<file path="config.mk">
export PLATFORM = sky130hd
export DESIGN_NAME = trigger_hls_deadlock_watchdog_flat
export DESIGN_NICKNAME = d
export VERILOG_FILES = /design/src/rtl/trigger_hls_deadlock_watchdog_pkg.sv /design/src/rtl/trigger_hls_deadlock_watchdog_if.sv /design/src/rtl/trigger_hls_deadlock_watchdog_prienc.sv /design/src/rtl/trigger_hls_deadlock_watchdog.sv /design/src/flat_wrapper.sv
export SDC_FILE = /design/constraint.sdc
export NUM_CORES = 1
export LEC_CHECK = 0
export CELL_PAD_IN_SITES_DETAIL_PLACEMENT = 0
export CELL_PAD_IN_SITES_GLOBAL_PLACEMENT = 2
export CORE_MARGIN = 1.5
export CORE_UTILIZATION = 26
export CTS_CLUSTER_SIZE = 16
export DETAILED_ROUTE_END_ITERATION = 6
export GPL_ROUTABILITY_DRIVEN = 0
export PLACE_DENSITY = 0.8
export SLEW_MARGIN = 20
export SYNTH_ARGS = -nofsm -noshare
export SYNTH_HDL_FRONTEND = slang
export SYNTH_SLANG_ARGS = --single-unit
</file>
<file path="constraint.sdc">
create_clock -name clock -period 3.5 [get_ports clock]
set_input_delay 0.7 -clock clock [delete_from_list [all_inputs] [get_ports clock]]
set_output_delay 0.7 -clock clock [all_outputs]
set_load 0.05 [all_outputs]
</file>
<file path="src/rtl/trigger_hls_deadlock_watchdog_pkg.sv">
// Shared types and report-word layout for the AXIS deadlock watchdog.
package trigger_wd_pkg;

  typedef enum logic [1:0] {
    IDLE   = 2'd0,
    ARMED  = 2'd1,
    REPORT = 2'd2,
    HOLD   = 2'd3
  } wd_state_e;

  localparam int RPT_W     = 32;
  localparam int FIRST_LSB = 24;
  localparam int FIRST_W   = 8;
  localparam int MASK_LSB  = 16;
  localparam int MASK_W    = 8;
  localparam int CNT_LSB   = 0;
  localparam int CNT_FW    = 16;

endpackage

</file>
<file path="src/rtl/trigger_hls_deadlock_watchdog_if.sv">
// Report channel: one valid/ready word per trip.
interface trigger_hls_deadlock_watchdog_if;
  import trigger_wd_pkg::*;

  logic             rpt_valid;
  logic             rpt_ready;
  logic [RPT_W-1:0] rpt_data;

  modport master (output rpt_valid, output rpt_data, input rpt_ready);
  modport slave  (input rpt_valid, input rpt_data, output rpt_ready);
endinterface

</file>
<file path="src/rtl/trigger_hls_deadlock_watchdog_prienc.sv">
// Lowest-index priority encoder; returns 0 when nothing is set.
module trigger_wd_prienc #(
  parameter int N_CH = 8
) (
  input  logic [N_CH-1:0] vec_i,
  output logic [2:0]      idx_o
);
  always_comb begin
    idx_o = '0;
    for (int i = N_CH - 1; i >= 0; i--) begin
      if (vec_i[i]) idx_o = 3'(i);
    end
  end
endmodule

</file>
<file path="src/rtl/trigger_hls_deadlock_watchdog.sv">
// Stall timer over the AXIS block flags; latches the stuck channels on
// threshold and hands one report word to the control/status block.
module trigger_hls_deadlock_watchdog
  import trigger_wd_pkg::*;
#(
  parameter int N_CH  = 8,
  parameter int CNT_W = 16
) (
  input  logic             clock,
  input  logic             reset,
  input  logic             enable,
  input  logic [CNT_W-1:0] cfg_thresh,
  input  logic [N_CH-1:0]  axis_block_sigs,
  input  logic             inst_idle,
  input  logic             clear,
  output logic             block,
  output logic             tripped,
  output logic [N_CH-1:0]  trip_mask,
  output logic [2:0]       trip_first,
  output logic [CNT_W-1:0] stall_cycles,
  trigger_hls_deadlock_watchdog_if.master rpt
);

  localparam logic [CNT_W-1:0] CNT_MAX = {CNT_W{1'b1}};

  wd_state_e        state_q, state_d;
  logic [N_CH-1:0]  blk_q;
  logic [CNT_W-1:0] cnt_q, cnt_d, cnt_inc;
  logic             trip_q, trip_d;
  logic [N_CH-1:0]  mask_q, mask_d;
  logic [2:0]       first_q, first_d, first_enc;
  logic             stalled;

  trigger_wd_prienc #(.N_CH(N_CH)) u_prienc (
    .vec_i (blk_q),
    .idx_o (first_enc)
  );

  assign block   = |blk_q;
  assign stalled = block && !inst_idle;
  assign cnt_inc = (cnt_q == CNT_MAX) ? cnt_q : cnt_q + 1'b1;

  always_ff @(posedge clock) begin
    if (reset) begin
      state_q <= IDLE;
      blk_q   <= '0;
      cnt_q   <= '0;
      trip_q  <= 1'b0;
      mask_q  <= '0;
      first_q <= '0;
    end else begin
      state_q <= state_d;
      blk_q   <= axis_block_sigs;
      cnt_q   <= cnt_d;
      trip_q  <= trip_d;
      mask_q  <= mask_d;
      first_q <= first_d;
    end
  end

  always_comb begin
    state_d = state_q;
    cnt_d   = cnt_q;
    trip_d  = trip_q;
    mask_d  = mask_q;
    first_d = first_q;
    // clear outranks both a same-cycle trip and a same-cycle handshake
    if (clear) begin
      cnt_d   = '0;
      trip_d  = 1'b0;
      mask_d  = '0;
      first_d = '0;
      state_d = enable ? ARMED : IDLE;
    end else begin
      case (state_q)
        IDLE: begin
          cnt_d = '0;
          if (enable) state_d = ARMED;
        end
        ARMED: begin
          if (!enable) begin
            state_d = IDLE;
            cnt_d   = '0;
          end else if (stalled) begin
            cnt_d = cnt_inc;
            if (cfg_thresh != '0 && cnt_inc == cfg_thresh) begin
              state_d = REPORT;
              trip_d  = 1'b1;
              mask_d  = blk_q;
              first_d = first_enc;
            end
          end else begin
            cnt_d = '0;
          end
        end
        REPORT: if (rpt.rpt_ready) state_d = HOLD;
        HOLD:   ;
        default: state_d = IDLE;
      endcase
    end
  end

  assign tripped      = trip_q;
  assign trip_mask    = mask_q;
  assign trip_first   = first_q;
  assign stall_cycles = cnt_q;
  assign rpt.rpt_valid = (state_q == REPORT);

  always_comb begin
    rpt.rpt_data = '0;
    rpt.rpt_data[FIRST_LSB +: FIRST_W] = FIRST_W'(first_q);
    rpt.rpt_data[MASK_LSB  +: MASK_W]  = MASK_W'(mask_q);
    rpt.rpt_data[CNT_LSB   +: CNT_FW]  = CNT_FW'(cnt_q);
  end

endmodule
</file>
<file path="src/flat_wrapper.sv">
// flat-port wrapper written by rule: the top's interface ports become plain ports
module trigger_hls_deadlock_watchdog_flat import trigger_wd_pkg::*;
#(
  parameter int N_CH  = 8,
  parameter int CNT_W = 16
)
  (clock, reset, enable, cfg_thresh, axis_block_sigs, inst_idle, clear, block, tripped, trip_mask, trip_first, stall_cycles, rpt_rpt_valid, rpt_rpt_data, rpt_rpt_ready);
  trigger_hls_deadlock_watchdog_if rpt_i ();
  input  logic clock;
  input  logic reset;
  input  logic enable;
  input  logic [CNT_W-1:0] cfg_thresh;
  input  logic [N_CH-1:0] axis_block_sigs;
  input  logic inst_idle;
  input  logic clear;
  output logic block;
  output logic tripped;
  output logic [N_CH-1:0] trip_mask;
  output logic [2:0] trip_first;
  output logic [CNT_W-1:0] stall_cycles;
  output wire logic [$bits(rpt_i.rpt_valid)-1:0] rpt_rpt_valid;
  output wire logic [$bits(rpt_i.rpt_data)-1:0] rpt_rpt_data;
  input wire logic [$bits(rpt_i.rpt_ready)-1:0] rpt_rpt_ready;
  assign rpt_rpt_valid = rpt_i.rpt_valid;
  assign rpt_rpt_data = rpt_i.rpt_data;
  assign rpt_i.rpt_ready = rpt_rpt_ready;
  trigger_hls_deadlock_watchdog #(.N_CH(N_CH), .CNT_W(CNT_W)) u_core (.clock(clock), .reset(reset), .enable(enable), .cfg_thresh(cfg_thresh), .axis_block_sigs(axis_block_sigs), .inst_idle(inst_idle), .clear(clear), .block(block), .tripped(tripped), .trip_mask(trip_mask), .trip_first(trip_first), .stall_cycles(stall_cycles), .rpt(rpt_i));
endmodule
</file>
[Yosys cells after proc, flatten, opt, wreduce, memory -nomap -nowiden]
Index checks and enable logic that the tools add are counted.
Operators by class
  muxes and demuxes: 20
  equality and inequality tests: 8
  add/subtract/negate cells: 1
  reduce and logical (&&, ||, !) cells: 11
Operators by type and width (number)
  $mux 16: 3
  $pmux 16 s2: 1
  $mux 3: 8
  $add 16x1->16 const B: 1
  $eq 16x16->1: 1
  $eq 16x16->1 const B: 1
  $reduce_bool 16->1: 1
  $mux 2: 6
  $ne 4x3->1 const B: 2
  $reduce_or 8->1: 1
  $pmux 2 s3: 1
  $reduce_and 5->1: 1
  $reduce_and 4->1: 1
  $reduce_bool 4->1: 1
  $ne 3x2->1 const B: 1
  $ne 3x3->1 const B: 1
  $eq 2x1->1 const B: 1
  $eq 2x2->1 const B: 1
  $logic_and 1x1->1: 2
  $logic_not 2->1: 1
  $reduce_bool 2->1: 1
  $reduce_or 2->1: 1
  $logic_not 1->1: 1
  $mux 1: 1
Storage, ports and cells
  logic and storage cells: 46
  input port bits: 30
  bits in registers: 38
  output and inout bits: 62

[Depth between registers and ports, before layout]
  depth after elaboration: 9
  depth in mapped cells: 12
  gate-level depth less buffers: 9

[Hierarchy]
A second synthesis with hierarchy kept.
Unflattened totals
  cells, all modules: 359
  area, all modules: 2916.5 µm²
Modules (own cells, without submodules)
  trigger_hls_deadlock_watchdog: seq. area each 760.7 µm², area each 2832.7 µm², times used 1, cells each 347
  trigger_wd_prienc: seq. area each 0.0 µm², area each 83.8 µm², times used 1, cells each 12

[Worst setup path before layout]
No wires, ideal clock.
  path type: register to register
  start point: register u_core.cnt_q[0], in the netlist u_core.stall_cycles[0]
  end point: register u_core.first_q[0], in the netlist u_core.trip_first[0]
  path buffers: 3
  period minus slack after synthesis: 3.369 ns
  data required time: 3.372 ns
  stages on the path, launching flop included: 13
  setup time: 0.128 ns
  arrival time: 3.241 ns
  slack: 0.131 ns
  cell sequence: dfxtp_1 > ha_1 > clkbuf_2 > nand3_1 > buf_4 > a211oi_1 > a22oi_1 > a221oi_1 > o2111ai_1 > nor4_4 > buf_6 > mux2i_1 > nor2_1
Between the ends
  cells in the longest elaborated chain, start to end: 5
  elaborated cells on any way between the ends: 6
  classes of those cells: add/sub (1); eq/ne (2); mux (1); reduce/logical (2)
RTL lines
  start, declared: RTL line trigger_hls_deadlock_watchdog.sv:28  | logic [CNT_W-1:0] cnt_q, cnt_d, cnt_inc;
  start signal, assigned: RTL line trigger_hls_deadlock_watchdog.sv:54  | cnt_q <= cnt_d;
  $add 16x1->16 / $eq 16x16->1 (equally long branches): RTL line trigger_hls_deadlock_watchdog.sv:41  | assign cnt_inc = (cnt_q == CNT_MAX) ? cnt_q : cnt_q + 1'b1;
  $mux 16 (*): RTL line trigger_hls_deadlock_watchdog.sv:41
  $eq 16x16->1 (*): RTL line trigger_hls_deadlock_watchdog.sv:86  | if (cfg_thresh != '0 && cnt_inc == cfg_thresh) begin
  $logic_and 1x1->1 (*): RTL line trigger_hls_deadlock_watchdog.sv:86
  $reduce_and 4->1 (no line) (*)
  end signal, assigned: RTL line trigger_hls_deadlock_watchdog.sv:57  | first_q <= first_d;
  end, declared: RTL line trigger_hls_deadlock_watchdog.sv:31  | logic [2:0] first_q, first_d, first_enc;
Every way passes the cells marked *; elsewhere a longest branch is shown, timed or not.
A chain may end at the register's enable or synchronous reset.

[Final worst setup path]
  start point: register u_core.cnt_q[2], in the netlist u_core.stall_cycles[2]
  end point: register u_core.state_q[1]
Between the ends
  cells in the longest elaborated chain, start to end: 6
  elaborated cells on any way between the ends: 7
  classes of those cells: add/sub (1); eq/ne (3); mux (1); reduce/logical (2)
RTL lines
  $add 16x1->16 / $eq 16x16->1 (equally long branches): RTL line trigger_hls_deadlock_watchdog.sv:41
  $mux 16 (*): RTL line trigger_hls_deadlock_watchdog.sv:41
  $eq 16x16->1 (*): RTL line trigger_hls_deadlock_watchdog.sv:86
  $logic_and 1x1->1 (*): RTL line trigger_hls_deadlock_watchdog.sv:86
  $ne 4x3->1 (no line) (*)
  $reduce_and 5->1 (no line) (*)
  end signal, assigned: RTL line trigger_hls_deadlock_watchdog.sv:52  | state_q <= state_d;
  end, declared: RTL line trigger_hls_deadlock_watchdog.sv:26  | wd_state_e state_q, state_d;
Marks and branches as above.

==> impl_results.md <==
- Sequential share of power: a little under half
- Die area: around 12,000 um^2
- Crit-path max cell delay: between 0.5 and 0.6 ns
- Most frequent CP cell: nand3_1
- Max_cap viols: 0
- WHS Path Cells: 2
- Reg-to-reg endpoint: u_core.state_q[1]$_SDFFE_PP0P_
- Slew @ Worst Pin: approximately 0.8 ns
- Largest net degree at the start of global routing: 31
- Leak pwr: about 1.4 nW
- Synthesized instance count: 360
- Sequential share of the synthesized area: about a quarter
- Area share of the largest cell type after synthesis: roughly a quarter
- Via count: between 2,000 and 3,000
- Power per cell area: 254 nW/um^2
- Number of CTS-inserted buffers: 5
- DP Wirelength: 6.46 mm
- CTS tree: done
- Crit start category: flip-flop
- Final setup skew: a little under 0.003 ns
- Total clock sinks: 38
- Clock Pin Slew Worst Setup and Hold Paths: 0.08 ns
- Nets: 460
- Worst R2R Start: u_core.stall_cycles[2]$_SDFFE_PP0P_
- Ratio of final minimum period to clock period: 91.1%
- Final core utilization: about 36%
- Setup TNS: 0 ns
- Final non-filler cell total: approximately 570
- R2r worst-path depth: 9
- Post-Route WL: ~8.5 mm
- GR Overflow Total: 0
- Io pins: 92
- Place WS: ~0.12 ns
- Post-synth design cell area: around 2800 um^2
- DRT Pass-1 Iters: 4
- Port Buffers: 86
- Area Overhead vs Synth: 34.7%
- Post-synth top flop: dfxtp_1
- Post-synth EDFFs: 0
- Clock share of power: about two fifths
- CTS Hold Bufs: 0
- Final setup fails: 0
- Post-synth top area cell: dfxtp_1
- Initial antenna violation count: 0
- Synth Register Bits: 38
- Synth cell types: between 50 and 60
- Gate power share: approximately 15%
- Skew-Pair Late Insertion Delay: around 0.29 ns
- Synthesized area per cell: a little under 8 um^2
- # H-tree levels: 2
- R2R Setup Slk: about 0.31 ns
- Leading post-synthesis cells by cell area: dfxtp_1 (27%), buf_4 (9.2%), a21oi_1 (5.4%)
- Final Worst Setup Slack: between 0.3 and 0.4 ns
- Share of post-route cells with drive strength above 1: approximately an eighth
- Max Freq: 314 MHz
- Endpoint class of the critical path: flip-flop
- Starting Density: around a quarter
- Switch Pwr: 0.262 mW
- Yosys warns: 0
- Placed Cells: approximately 560
- Clk Tree Root Cell: clkbuf_8
- WL per Instance: 15.0 um
- Top cells by count, synth: dfxtp_1 (38), buf_4 (35), nor2_1 (32), a21oi_1 (31), nand2_1 (26)
- Max Slew Vio Count: 0
- Initial DRC count: 110
- Clk buf depth: 2
- GRT Total Usage: about 15%
- Final Hold Viols: 0
- Slowest-stage cell, CP: dfxtp_1
- # fillers: 1,135
- First-pass GRT wire length: roughly 14 mm
- Crit Path Class: flip-flop to flip-flop
- Critical path peak fanout: 13
- Most frequent cell after synthesis: dfxtp_1
- Hold endpoint: u_core.tripped$_SDFFE_PP0P_
- Hold Startpoint: u_core.tripped$_SDFFE_PP0P_
- HP Class: flip-flop to flip-flop
- Die width: about 110 um
- Max-slew headroom: a little under half
- Antenna-violating nets left: 0
- Outcome: finished clean
- Final Hold Slack: ~0.49 ns
- Clock period minus worst slack: around 3.2 ns
- Vias in the first global route: between 2,000 and 3,000
- Die height: between 100 and 150 um
- Antenna cells: 0
- Switching part of the total: 26.8%
- RSZ-0062 raised after global routing: false
- CP arrival: 3.34 ns
- Core area: 10,700 um^2
- CP cell instances: nand3_1 -> buf_4 -> nor4_2 -> o21a_1 -> o22ai_1 -> or4_4 -> or4_1 -> nand3_1 -> a21oi_1
- Async SR Flop Fraction: 0%
- Worst EP required: about 3.7 ns
- Internal: between 0.7 and 0.8 mW
- Vias/cell: roughly 4.9
- Row count: 38
- Worst vdd ir: between 0.0001 and 0.00015 V
- Drc violations: 0
==> kinds of logic (layout without fill, tap and decap cells) <==
logic type                 Yosys count  count (layout)  share of synthesized area, %
and+or+nand+nor                    153             153                          32.3
AOI/OAI and AO/OA                   70              70                          14.8
buffers and inverters               63             125                          13.9
DFF                                 38              38                          26.7
xor gates and xnor gates            15              15                          4.61
muxes                               15              15                          5.31
adders and majority gates            5               5                          2.20
other                                1               5                         0.132
==> timing repair <==
| item | 4_1_cts | 5_1_grt |
|---|---|---|
| setup endpoints to repair | 0 | 3 |
| resized for setup | 0 | 1 |
| setup buffers | 0 | 0 |
==> worst max-delay path: cells and delay by family (launching register included) <==
family | cells | cell delay [ns]
AND/OR/NAND/NOR | 5 | 1.85
flip-flops | 1 | 0.58
AO/OA/AOI/OAI | 3 | 0.33
buffers and inverters | 1 | 0.27
==> per-stage QoR <==
stage                     power [mW]  cell area (um^2)
final                          0.976              3840
after global routing            1.02              3840
after floorplan                0.541              2860
after global placement         0.600              3720
after CTS                      0.993              3830
after detailed placement       0.600              3720
==> layout by cell type, fill, tap and decap left out, drive strengths merged, types with 3 or more instances in the layout <==
cell	count
conb	5
xnor2	9
or4	4
mux2i	14
o21ai	13
xor2	6
nand2b	4
clkbuf	5
a21oi	32
and3	5
a211oi	3
clkdlybuf4s50	86
nor2b	14
and4	5
nand4	10
nor4	15
dfxtp	38
buf	23
ha	5
nand2	26
a22oi	3
nor2	32
nor3	15
nand4b	3
inv	8
nand3	11
a31oi	4
==> power by group through the flow <==
stage	sequential, mW	combinational (mW)	clock (mW)
after floorplan	0.454	0.0868	0
after global placement	0.455	0.145	0
after detailed placement	0.455	0.145	0
after CTS	0.445	0.147	0.402
after global routing	0.446	0.161	0.417
final	0.444	0.146	0.386
==> worst max-delay path by stage <==
stage | startpoint | endpoint | slack [ns] | depth (start not counted)
finish | u_core.stall_cycles[2]$_SDFFE_PP0P_ | u_core.state_q[1]$_SDFFE_PP0P_ | 0.31 | 9
global route | u_core.stall_cycles[2]$_SDFFE_PP0P_ | u_core.trip_mask[7]$_SDFFE_PP0P_ | 0.05 | 9
CTS | u_core.stall_cycles[2]$_SDFFE_PP0P_ | u_core.trip_mask[5]$_SDFFE_PP0P_ | 0.32 | 10
detailed placement | cfg_thresh[0] | u_core.trip_mask[2]$_SDFFE_PP0P_ | 0.12 | 9
global placement | cfg_thresh[0] | u_core.trip_mask[2]$_SDFFE_PP0P_ | 0.18 | 9
floorplan | u_core.stall_cycles[0]$_SDFFE_PP0P_ | u_core.trip_first[0]$_SDFFE_PP0P_ | 0.13 | 12
==> state kept, by name, indices dropped and copies added, names as in the netlist <==
register,count
u_core.stall_cycles,16
u_core.blk_q,8
u_core.trip_first,3
u_core.tripped,1
u_core.trip_mask,8
u_core.state_q,2
==> layer usage <==
metal | global-route usage (%) | vias up | share of wire, %
met5 | 0 | - | 0
met4 | 5.83 | 0 | 2.6
met3 | 3.69 | 18 | 7.3
met2 | 24.2 | 102 | 45
met1 | 20.0 | 1291 | 45
li1 | - | 1377 | -
==> cell type report <==
class,count,area (um^2),area share [%]
inverter,8,30.0,0.783
tap,140,175,4.56
multi-input combinational,263,1710,44.6
clock buffer,5,68.8,1.79
clock inverter,3,45.0,1.17
sequential,38,761,19.8
timing repair buffer,109,1050,27.3
Note: power is estimated with default switching activity, not from simulation.
